$ cat config.mk
export PLATFORM = sky130hd
export DESIGN_NAME = alarm_pattern_gen
export DESIGN_NICKNAME = d
export VERILOG_FILES = /design/src/rtl/alarm_pkg.sv /design/src/rtl/alarm_pattern_gen_ms_phase_timer.sv /design/src/rtl/alarm_pattern_gen.sv
export SDC_FILE = /design/constraint.sdc
export NUM_CORES = 1
export LEC_CHECK = 0
export ABC_CLOCK_PERIOD_IN_PS = 3800
export CAP_MARGIN = 20
export CORE_UTILIZATION = 40
export DETAILED_ROUTE_END_ITERATION = 8
export PLACE_DENSITY = 0.63
export SYNTH_ARGS = -nofsm -noshare
export SYNTH_HDL_FRONTEND = slang
export SYNTH_SLANG_ARGS = --single-unit
$ cat constraint.sdc
create_clock -name uclock -period 3.8 [get_ports uclock]
set_clock_uncertainty 0.2 [all_clocks]
set_input_delay 0.76 -clock uclock [delete_from_list [all_inputs] [get_ports uclock]]
set_output_delay 0.76 -clock uclock [all_outputs]
set_load 0.02 [all_outputs]
$ cat src/rtl/alarm_pkg.sv
// Shared types for the alarm beep-pattern generator.
// Holds the FSM state encoding and the gap-length helper.
package alarm_pkg;

  typedef enum logic [2:0] {
    ST_IDLE   = 3'd0,
    ST_ON     = 3'd1,
    ST_OFF    = 3'd2,
    ST_GAP    = 3'd3,
    ST_SNOOZE = 3'd4,
    ST_DONE   = 3'd5
  } state_t;

  // Silence after the last beep that pads a burst out to its period.
  function automatic int gap_ms(
    input int period,
    input int beeps,
    input int on_ms,
    input int off_ms
  );
    return period - beeps * on_ms - (beeps - 1) * off_ms;
  endfunction

endpackage

$ cat src/rtl/alarm_pattern_gen_ms_phase_timer.sv
// ms_phase_timer: counts msTick pulses within one alarm phase.
// Ports: uclock, nReset (sync, low), clr, tick, term -> expire.
module ms_phase_timer
  import alarm_pkg::*;
#(
  parameter int CNT_W = 12
) (
  input  logic             uclock,
  input  logic             nReset,
  input  logic             clr,
  input  logic             tick,
  input  logic [CNT_W-1:0] term,
  output logic             expire
);

  logic [CNT_W-1:0] cnt;

  // Clear wins over a coincident tick: a new phase starts at zero.
  always_ff @(posedge uclock) begin
    if (!nReset || clr) begin
      cnt <= '0;
    end else if (tick) begin
      cnt <= cnt + 1'b1;
    end
  end

  // Expire on the tick that completes the phase (count term+1).
  assign expire = tick && (cnt == term);

endmodule

$ cat src/rtl/alarm_pattern_gen.sv
// Alarm beep-pattern generator: bursts of BEEPS beeps on a 1 ms tick,
// with snooze, burst limit / auto-stop and burst status.
// Ports: uclock, nReset (sync, low), msTick, tobuzzer, snooze ->
//        buzzer, active, burstCount.
// Option: ALARM_TONE_EN adds TONE_DIV and a square-wave tone in ON.
module alarm_pattern_gen
  import alarm_pkg::*;
#(
  parameter int CNT_W      = 12,
  parameter int BEEPS      = 4,
  parameter int ON_MS      = 80,
  parameter int OFF_MS     = 60,
  parameter int PERIOD_MS  = 1020,
  parameter int SNOOZE_MS  = 3000,
  parameter int MAX_BURSTS = 0,
  parameter int BURST_W    = 8
`ifdef ALARM_TONE_EN
  ,
  parameter int TONE_DIV   = 4
`endif
) (
  input  logic               uclock,
  input  logic               nReset,
  input  logic               msTick,
  input  logic               tobuzzer,
  input  logic               snooze,
  output logic               buzzer,
  output logic               active,
  output logic [BURST_W-1:0] burstCount
);

  localparam int GAP_MS =
    gap_ms(PERIOD_MS, BEEPS, ON_MS, OFF_MS);

  localparam logic [CNT_W-1:0] T_ON  = CNT_W'(ON_MS - 1);
  localparam logic [CNT_W-1:0] T_OFF = CNT_W'(OFF_MS - 1);
  localparam logic [CNT_W-1:0] T_GAP = CNT_W'(GAP_MS - 1);
  localparam logic [CNT_W-1:0] T_SNZ = CNT_W'(SNOOZE_MS - 1);

  localparam logic [3:0] LAST_IDX = 4'(BEEPS - 1);

  localparam bit LIMIT = (MAX_BURSTS != 0);
  localparam logic [BURST_W-1:0] MAXB = BURST_W'(MAX_BURSTS);

  state_t             state;
  state_t             nxt;
  logic [3:0]         idx;
  logic [BURST_W-1:0] bcnt_inc;
  logic [CNT_W-1:0]   term;
  logic               expire;
  logic               clr;
  logic               gap_done;
  logic               tone_lvl;
  logic               buz_d;
  logic               act_d;

  assign bcnt_inc = (&burstCount) ? burstCount
                                  : burstCount + 1'b1;

  // ---- state register ----
  always_ff @(posedge uclock) begin
    if (!nReset) begin
      state <= ST_IDLE;
    end else begin
      state <= nxt;
    end
  end

  // ---- next state ----
  // Priority: alarm off, then snooze, then phase expiry.
  always_comb begin
    nxt = state;
    if (!tobuzzer) begin
      nxt = ST_IDLE;
    end else begin
      unique case (state)
        ST_IDLE: nxt = ST_ON;
        ST_ON: begin
          if (snooze) begin
            nxt = ST_SNOOZE;
          end else if (expire) begin
            nxt = (idx == LAST_IDX) ? ST_GAP : ST_OFF;
          end
        end
        ST_OFF: begin
          if (snooze) begin
            nxt = ST_SNOOZE;
          end else if (expire) begin
            nxt = ST_ON;
          end
        end
        ST_GAP: begin
          if (snooze) begin
            nxt = ST_SNOOZE;
          end else if (expire) begin
            nxt = (LIMIT && bcnt_inc == MAXB) ? ST_DONE
                                              : ST_ON;
          end
        end
        ST_SNOOZE: begin
          if (snooze) begin
            nxt = ST_SNOOZE;
          end else if (expire) begin
            nxt = ST_ON;
          end
        end
        ST_DONE: nxt = ST_DONE;
        default: nxt = ST_IDLE;
      endcase
    end
  end

  // ---- phase timer ----
  always_comb begin
    term = '0;
    unique case (state)
      ST_ON:     term = T_ON;
      ST_OFF:    term = T_OFF;
      ST_GAP:    term = T_GAP;
      ST_SNOOZE: term = T_SNZ;
      default:   term = '0;
    endcase
  end

  // A repeated snooze restarts the timer without a state change.
  assign clr = (nxt != state) ||
               (nxt == ST_SNOOZE && snooze);

  ms_phase_timer #(
    .CNT_W (CNT_W)
  ) u_timer (
    .uclock (uclock),
    .nReset (nReset),
    .clr    (clr),
    .tick   (msTick),
    .term   (term),
    .expire (expire)
  );

  // ---- beep index ----
  always_ff @(posedge uclock) begin
    if (!nReset) begin
      idx <= '0;
    end else if (nxt == ST_ON && state == ST_OFF) begin
      idx <= idx + 1'b1;
    end else if (nxt == ST_ON && state != ST_ON) begin
      idx <= '0;
    end
  end

  // ---- burst counter ----
  assign gap_done = (state == ST_GAP) && expire &&
                    tobuzzer && !snooze;

  always_ff @(posedge uclock) begin
    if (!nReset || !tobuzzer) begin
      burstCount <= '0;
    end else if (gap_done) begin
      burstCount <= bcnt_inc;
    end
  end

  // ---- tone level while in ON ----
`ifdef ALARM_TONE_EN
  logic [TONE_DIV:0] tcnt;
  logic [TONE_DIV:0] tcnt_d;

  // Restarts from zero on ON entry so the first half-cycle is high.
  assign tcnt_d = (state != ST_ON) ? '0 : tcnt + 1'b1;

  always_ff @(posedge uclock) begin
    if (!nReset) begin
      tcnt <= '0;
    end else begin
      tcnt <= tcnt_d;
    end
  end

  assign tone_lvl = ~tcnt_d[TONE_DIV];
`else
  assign tone_lvl = 1'b1;
`endif

  // ---- outputs, decoded from next state then registered ----
  always_comb begin
    buz_d = 1'b0;
    act_d = 1'b0;
    unique case (nxt)
      ST_ON: begin
        buz_d = tone_lvl;
        act_d = 1'b1;
      end
      ST_OFF, ST_GAP, ST_SNOOZE: act_d = 1'b1;
      default: begin
        buz_d = 1'b0;
        act_d = 1'b0;
      end
    endcase
  end

  always_ff @(posedge uclock) begin
    if (!nReset) begin
      buzzer <= 1'b0;
      active <= 1'b0;
    end else begin
      buzzer <= buz_d;
      active <= act_d;
    end
  end

endmodule
== Word-level counts from Yosys, hierarchy flattened ==
Index checks and enable logic that the tools add are counted.
Word-level totals
  word-level logic and storage cells: 54
  input bits: 5
  output and inout bits: 10
  register bits after elaboration: 29
Cells by class
  reduce and logical (&&, ||, !) cells: 19
  multiplexer cells: 12
  equality and inequality tests: 13
  $add $sub $neg: 3
  bitwise gates (word level): 1
Operator list (number)
  $pmux W12 S4: 1
  $mux W3: 5
  $add A12 B1 Y12 const B: 1
  $eq A12 B12 Y1: 1
  $eq A3 B2 Y1 const B: 4
  $pmux W3 S4: 1
  $eq A3 B3 Y1 const B: 3
  $add A8 B1 Y8 const B: 1
  $mux W4: 2
  $reduce_and A8 Y1: 1
  $logic_and A1 B1 Y1: 7
  $eq A3 B1 Y1 const B: 2
  $add A4 B1 Y4 const B: 1
  $eq A4 B2 Y1 const B: 1
  $reduce_or A4 Y1: 1
  $logic_not A1 Y1: 3
  $logic_not A3 Y1: 1
  $logic_or A1 B1 Y1: 3
  $mux W1: 3
  $ne A3 B1 Y1 const B: 1
  $ne A3 B3 Y1: 1
  $reduce_or A3 Y1: 1
  $reduce_and A2 Y1: 1
  $reduce_bool A2 Y1: 1
  $not A1 Y1: 1

== Logic depth before layout (Yosys ltp) ==
Gate-level depths: netlist of run 1.
  word-level depth: 12
  mapped depth: 10
  depth with buffers taken out: 8

== Hierarchy ==
Synthesis of run 1 repeated with hierarchy kept, for this count alone.
Second synthesis, totals
  cell total of the unflattened synthesis: 204
  area, all modules: 1731.7 um^2
Modules (own cells, without submodules)
  alarm_pattern_gen: area an instance 1031.0 um^2, cells an instance 124, times used 1, sequential area each 340.3 um^2
  ms_phase_timer: area an instance 700.7 um^2, cells an instance 80, times used 1, sequential area each 240.2 um^2

== Worst setup path after synthesis of run 1 ==
No wires, ideal clock.
  kind: reg-to-reg
  start point: register state[2]
  end point: register idx[3]
  arrival: 2739 ps
  required time: 3528 ps
  path buffers: 2
  setup slack: 788 ps
  library setup time: 72 ps
  stages on the path, launching flop included: 11
  period minus slack after synthesis: 3012 ps
  path through: dfxtp_1 -> buf_4 -> and3b_1 -> a211o_1 -> a221oi_2 -> nand4_4 -> o21a_1 -> or3_1 -> buf_2 -> or4_1 -> a21oi_1
On the way
  longest elaborated chain between the ends: 11
  elaborated cells between the ends (all ways): 22
  classes of those cells: eq/ne: 8; mux: 8; reduce/logical: 6
Ends and longest elaborated chain
  from (decl): line alarm_pattern_gen.sv:45  | state_t state;
  from (signal assigned): line alarm_pattern_gen.sv:65  | state <= nxt;
  $eq A3 B3 Y1, or another cell as far along: line alarm_pattern_gen.sv:76, alarm_pattern_gen.sv:116
  $pmux W12 S4: line alarm_pattern_gen.sv:116  | unique case (state)
  $eq A12 B12 Y1: line alarm_pattern_gen_ms_phase_timer.sv:28  | assign expire = tick && (cnt == term);
  $logic_and A1 B1 Y1: line alarm_pattern_gen_ms_phase_timer.sv:28
  $mux W3 (on tied branches)
  $mux W3 (on tied branches): line alarm_pattern_gen.sv:93, alarm_pattern_gen.sv:79
  $pmux W3 S4: line alarm_pattern_gen.sv:76  | unique case (state)
  $mux W3: line alarm_pattern_gen.sv:73  | if (!tobuzzer) begin
  $eq A3 B1 Y1: line alarm_pattern_gen.sv:144, alarm_pattern_gen.sv:146
  $logic_and A1 B1 Y1 (on tied branches): line alarm_pattern_gen.sv:144, alarm_pattern_gen.sv:146
  $mux W4 / $reduce_bool A2 Y1 (equally long branches)
  to (signal assigned): line alarm_pattern_gen.sv:145  | idx <= idx + 1'b1;
  to (decl): line alarm_pattern_gen.sv:47  | logic [3:0] idx;
Several ways; a longest one is shown, not always the timed one.
A chain may end at the register's enable or synchronous reset.

== Final worst setup path of run 1 ==
  start point: register state[1]
  end point: register idx[3]
The elaborated chain is that of the path after synthesis.

==> impl_results.md, run 1 <==
- Synth cell types: 42
- Worst setup EP type: register
- Routed via count: 1501
- Slew @ Worst Pin: 0.617 ns
- Synth Flop Type: dfxtp_1
- H-tree depth: 2
- Startpoint types: register
- Fin crit share: 91.1%
- Worst vdd ir: 0.000187 V
- Antenna fix cells: 0
- Setup violations, final: 0
- Async SR Flop Fraction: 0%
- Gr usage total: 19.4%
- Final Hold Viols: 0
- Yosys top cell area share: 35.6%
- Top Ports: 15
- Core Area: 3770 um^2
- Power per cell area: 369 nW/um^2
- Die width: 65.8 um
- Routed WL: 3.63 mm
- Critical path arrival: 3.47 ns
- HP Class: register to register
- FMAX: 289 MHz
- Critical Path Fanout Max: 16
- Status: finished, final reports clean
- Vias in the first global route: 1467
- Number of port buffers: 14
- Post-route DRC violation count: 0
- Clock latency at the later pin of the worst-skew pair: 0.28 ns
- Initial Utilization: 43.2%
- DR WL/cell: 13.8 um
- CTS Root Cell: clkbuf_8
- CTS clk-pin slew, worst paths: 0.06 ns
- Drt pass-1 iters: 4
- CTS Buf Count: 5
- Critical path type: register to register
- Max Cap Viol: 0
- Yosys reg bits: 29
- Part of the Yosys area used for sequential elements: 35.6%
- Period minus WS final: 3.46 ns
- Cell Area, Synth: 1630 um^2
- Most frequent cell after synthesis: nor2_1
- Unrepaired setup endpoints after global routing: false
- Placed Cells: 256
- Row count: 22
- Clock Tree Buf Depth: 2
- Worst slack at placement: 0.229 ns
- Via density: 5.69
- Antenna Nets Post-Route: 0
- P&R area growth vs syn: 18.3%
- Final Non-Filler Cells: 264
- Clk sinks: 29
- Final WS setup: 0.338 ns
- Largest net degree at the start of global routing: 17
- FF/Latch Area: 581 um^2
- Avg Synthesized Cell Area: 8.15 um^2
- Die area: 4330 um^2
- Post_cts resized: 0
- Top area cells in the synthesized netlist: dfxtp_1 (36%), nor2_1 (7.8%), xor2_1 (7.0%), nand4_1 (3.8%), xnor2_1 (3.2%)
- Die H: 65.8 um
- Filler cells: 362
- Post-CTS setup buffer count: 0
- Largest area contributor in the netlist: dfxtp_1
- Post-DP HPWL: 2.61 mm
- Critical Path RT: 3.81 ns
- Slew HR: 58.8%
- Post-synth EDFFs: 0
- Syn Inst Count: 200
- Setup TNS: 0 ns
- Nets: 223
- Post-Syn Nets: 208
- Final Max Tran Viols: 0
- Top cells by count, synth: nor2_1 (34), dfxtp_1 (29), xor2_1 (13)
- Layout cells sized above 1: 6.94%
- Initial antenna violation count: 0
- First-pass GRT wire length: 6.47 mm
- DR iter-0 viols: 97
- Multi-input gate area: 986 um^2
- Hold_buf cts: 0
- Leakage: 0.681 nW
- Synth Warn #: 0
- TritonCTS clock tree: yes
- Final GP Congestion: 0.830
- Grt total ovfl: 0
[final timing paths]
path                                           from                   to  slack (ns)  cells after the start
worst max register to register  state[1]$_SDFF_PN0_  idx[3]$_SDFFE_PN0P_        0.34                      8
worst min-delay path            idx[3]$_SDFFE_PN0P_  idx[3]$_SDFFE_PN0P_        0.30                      2
worst max-delay path            state[1]$_SDFF_PN0_  idx[3]$_SDFFE_PN0P_        0.34                      8
worst min register to register  idx[3]$_SDFFE_PN0P_  idx[3]$_SDFFE_PN0P_        0.30                      2
[layout make-up]
class / instances / share of cell area, %
flip-flops and latches: 29 / 30.1
inverters: 6 / 1.17
repair buffers: 17 / 8.44
clock inverters: 1 / 1.56
clock buffers: 7 / 4.48
well taps: 48 / 3.11
multi-input cells: 156 / 51.1
[power breakdown]
part	switching (mW)	internal (mW)
Combinational	0.0425	0.0282
Clock	0.114	0.213
Sequential	0.00554	0.308
[critical path, stage by stage, from the launching register on]
cell	delay [ns]
dfxtp_1	0.63
nor3b_1	0.21
or4_1	0.44
a22oi_1	0.28
nand4_4	0.21
o21a_1	0.23
or3_1	0.49
or4_1	0.55
a21oi_1	0.14
[per-layer routing]
layer  track usage, %  share of wire [%]  up-vias
li1                 -                  -      745
met1             23.4                 45      716
met2             31.1                 49       33
met3             5.17                3.8        7
met4             10.6                1.5        0
met5                0                  0        -
[flip-flops by register name (all words and copies together) (netlist names)]
name and count:
active 1, state 3, idx 4, burstCount 8, u_timer.cnt 12, buzzer 1
[cell families after synthesis]
family	count (synthesis)	synth area share, %
and+or+nand+nor	96	30.5
AOI/OAI and AO/OA	34	15.0
DFF	29	35.6
xor gates and xnor gates	19	10.2
buffers and inverters	15	3.91
muxes	4	2.46
adders and majority gates	3	2.30
[metrics by stage]
stage	util [%]	cell area (um^2)	power, mW	hold slack (ns)
after detailed placement	48.0	1810	0.390	0.285
after global routing	51.1	1930	0.743	0.323
final	51.1	1930	0.712	0.298
after floorplan	-	1630	0.370	0.254
after global placement	48.0	1810	0.387	0.269
after CTS	51.1	1930	0.721	0.296
[cells in the final DEF, fill, tap and decap left out, types with 3 or more instances in the layout]
| cell type | instances |
|---|---|
| a21oi_1 | 5 |
| nand3_1 | 10 |
| nand2b_1 | 4 |
| nand2_1 | 11 |
| xnor2_1 | 6 |
| nor2b_1 | 3 |
| or3_1 | 8 |
| inv_1 | 4 |
| mux2i_1 | 4 |
| nand4_1 | 10 |
| clkbuf_8 | 6 |
| clkdlybuf4s50_1 | 14 |
| o21ai_0 | 7 |
| nor2_1 | 34 |
| buf_4 | 3 |
| o31ai_1 | 4 |
| a2111oi_0 | 3 |
| nor3_1 | 4 |
| ha_1 | 3 |
| and3_1 | 3 |
| dfxtp_1 | 29 |
| xor2_1 | 13 |
Note: power is estimated with default switching activity, not from simulation.
==> inputs of run 2 (changes only) <==
--- a/config.mk
+++ b/config.mk
@@ -9,7 +9,7 @@
 export CAP_MARGIN = 20
 export CORE_UTILIZATION = 40
 export DETAILED_ROUTE_END_ITERATION = 8
-export PLACE_DENSITY = 0.63
+export PLACE_DENSITY = 0.68
 export SYNTH_ARGS = -nofsm -noshare
 export SYNTH_HDL_FRONTEND = slang
 export SYNTH_SLANG_ARGS = --single-unit
==> impl_results.md, run 2 (synthesized netlist as in run 1, its figures left out) <==
- Status: finished, final reports clean
- Total power: 649 uW (-8.8%)
- Critical Path RT: 3.81 ns (about the same)
- Number of port buffers: 14 (unchanged)
- CTS Root Cell: clkbuf_8
- Slew HR: 61.0% (+2.2 points)
- Vias in the first global route: 1251 (-15%)
- R2R Path Start: state[0]$_SDFF_PN0_
- Biggest register: u_timer.cnt
- Worst setup EP type: register
- Initial antenna violation count: 0 (unchanged)
- Worst hold start: idx[3]$_SDFFE_PN0P_
- Routed WL: 3.32 mm (-8.6%)
- Placed Cells: 258 (+0.78%)
- Drt pass-1 iters: 4 (unchanged)
- Nets: 225 (+0.90%)
- Antenna Nets Post-Route: 0 (unchanged)
- Final Hold Viols: 0 (unchanged)
- Unrepaired setup endpoints after global routing: false
- DR iter-0 viols: 57 (-41%)
- Max FFs per register: 12 (unchanged)
- Filler cells: 365 (+0.83%)
- Layout cells sized above 1: 8.26% (+1.3 points)
- Final Max Tran Viols: 0 (unchanged)
- CTS Buf Count: 5 (unchanged)
- WL met1: 1.68 mm (+2.1%)
- Largest net degree at the start of global routing: 16 (-1)
- Clock Tree Buf Depth: 2 (unchanged)
- DR WL/cell: 12.5 um (-9.3%)
- CTS clk-pin slew, worst paths: 0.06 ns (about the same)
- Post-route DRC violation count: 0 (unchanged)
- Start point of the critical path: state[0]$_SDFF_PN0_
- Critical path type: register to register
- Final Non-Filler Cells: 266 (+0.76%)
- Highest metal used: met4
- Post-CTS setup buffer count: 0 (unchanged)
- Worst vdd ir: 0.000145 V (-22%)
- First-pass GRT wire length: 5.60 mm (-13%)
- Setup TNS: 0 ns (unchanged)
- Slew @ Worst Pin: 0.579 ns (-0.0384 ns)
- Leakage: 0.684 nW (+0.44%)
- Fin crit share: 88.1% (-3.0 points)
- Post_cts resized: 0 (unchanged)
- Clock latency at the later pin of the worst-skew pair: 0.28 ns (about the same)
- P&R area growth vs syn: 18.0%
- Critical Path Fanout Max: 15 (-1)
- Period minus WS final: 3.35 ns (-0.113 ns)
- Biggest regs: u_timer.cnt x12, burstCount x8, idx x4
- Final GP Congestion: 0.871 (+4.9%)
- Row count: 22 (unchanged)
- Startpoint types: register
- Die H: 65.8 um (unchanged)
- Top Ports: 15 (unchanged)
- Power per cell area: 338 nW/um^2 (-8.6%)
- Via density: 5.37 (-5.6%)
- Hold_buf cts: 0 (unchanged)
- Initial Utilization: 43.2% (unchanged)
- Critical path arrival: 3.36 ns (-0.11 ns)
- Core Area: 3770 um^2 (unchanged)
- Routed wl met3: 144 um (+4.3%)
- HP Class: register to register
- Max Cap Viol: 0 (unchanged)
- Gr usage total: 17.0% (-2.4 points)
- Routed via count: 1428 (-4.9%)
- TritonCTS clock tree: yes
- Post-DP HPWL: 2.36 mm (-9.9%)
- Setup violations, final: 0 (unchanged)
- Commonest non-fill, non-tap cells in the layout: nor2_1 (34), dfxtp_1 (29), clkdlybuf4s50_1 (14)
- Antenna fix cells: 0 (unchanged)
- Die width: 65.8 um (unchanged)
- Grt total ovfl: 0 (unchanged)
- FMAX: 299 MHz (+3.4%)
- Die area: 4330 um^2 (unchanged)
- Most common library cell in the layout ignoring fill and taps: nor2_1
- WL met2: 1.42 mm (-21%)
- Clk sinks: 29 (unchanged)
- H-tree depth: 2 (unchanged)
[run 2: changes by cell type in the layout (fill, tap and decap cells not counted), sizes merged]
cell,delta
buf,+2
bufinv,-1
clkbuf,-1
clkinv,+2
[run 2: worst max-delay path, cell delays in order, from the launching register on]
cell     delay, ns
dfxtp_1       0.58
nor3b_1       0.18
or4_1         0.43
a22oi_1       0.28
nand4_4       0.21
o21a_1        0.23
or3_1         0.49
or4_1         0.55
a21oi_1       0.13
[run 2: per-layer routing]
layer / up-vias / track usage, %
li1: 750 / -
met4: 0 / 8.15
met3: 10 / 5.17
met5: - / 0
met2: 26 / 25.1
met1: 642 / 22.2
[run 2: path summary, 6_finish.rpt]
| path | end | slack, ns | cells past startpoint |
|---|---|---|---|
| max | idx[3]$_SDFFE_PN0P_ | 0.45 | 8 |
| min | idx[3]$_SDFFE_PN0P_ | 0.29 | 2 |
| max reg2reg | idx[3]$_SDFFE_PN0P_ | 0.45 | 8 |
| min reg2reg | idx[3]$_SDFFE_PN0P_ | 0.29 | 2 |
[run 2: layout make-up]
cell class	instances	area (um^2)	area share, %
Clock buffer	6	82.6	4.29
Clock inverter	2	13.8	0.716
Inverter	6	22.5	1.17
Multi-Input combinational cell	156	986	51.3
Sequential cell	29	581	30.2
Tap cell	48	60.1	3.12
Timing Repair Buffer	19	178	9.24
[run 2: stage by stage]
step                hold slack (ns)  worst slack, ns  util (%)  instance area [um^2]
global route                  0.338            0.232      51.0                  1920
floorplan                     0.254            0.788         -                  1630
detailed placement            0.276            0.394      48.4                  1830
global placement              0.279            0.466      48.4                  1830
finish                        0.290            0.451      51.0                  1920
CTS                           0.290            0.473      51.0                  1920
[run 2: where the power goes]
part           switching (mW)  internal, mW  total (mW)
clock                   0.119         0.146       0.266
sequential            0.00520         0.308       0.313
combinational          0.0419        0.0289      0.0709
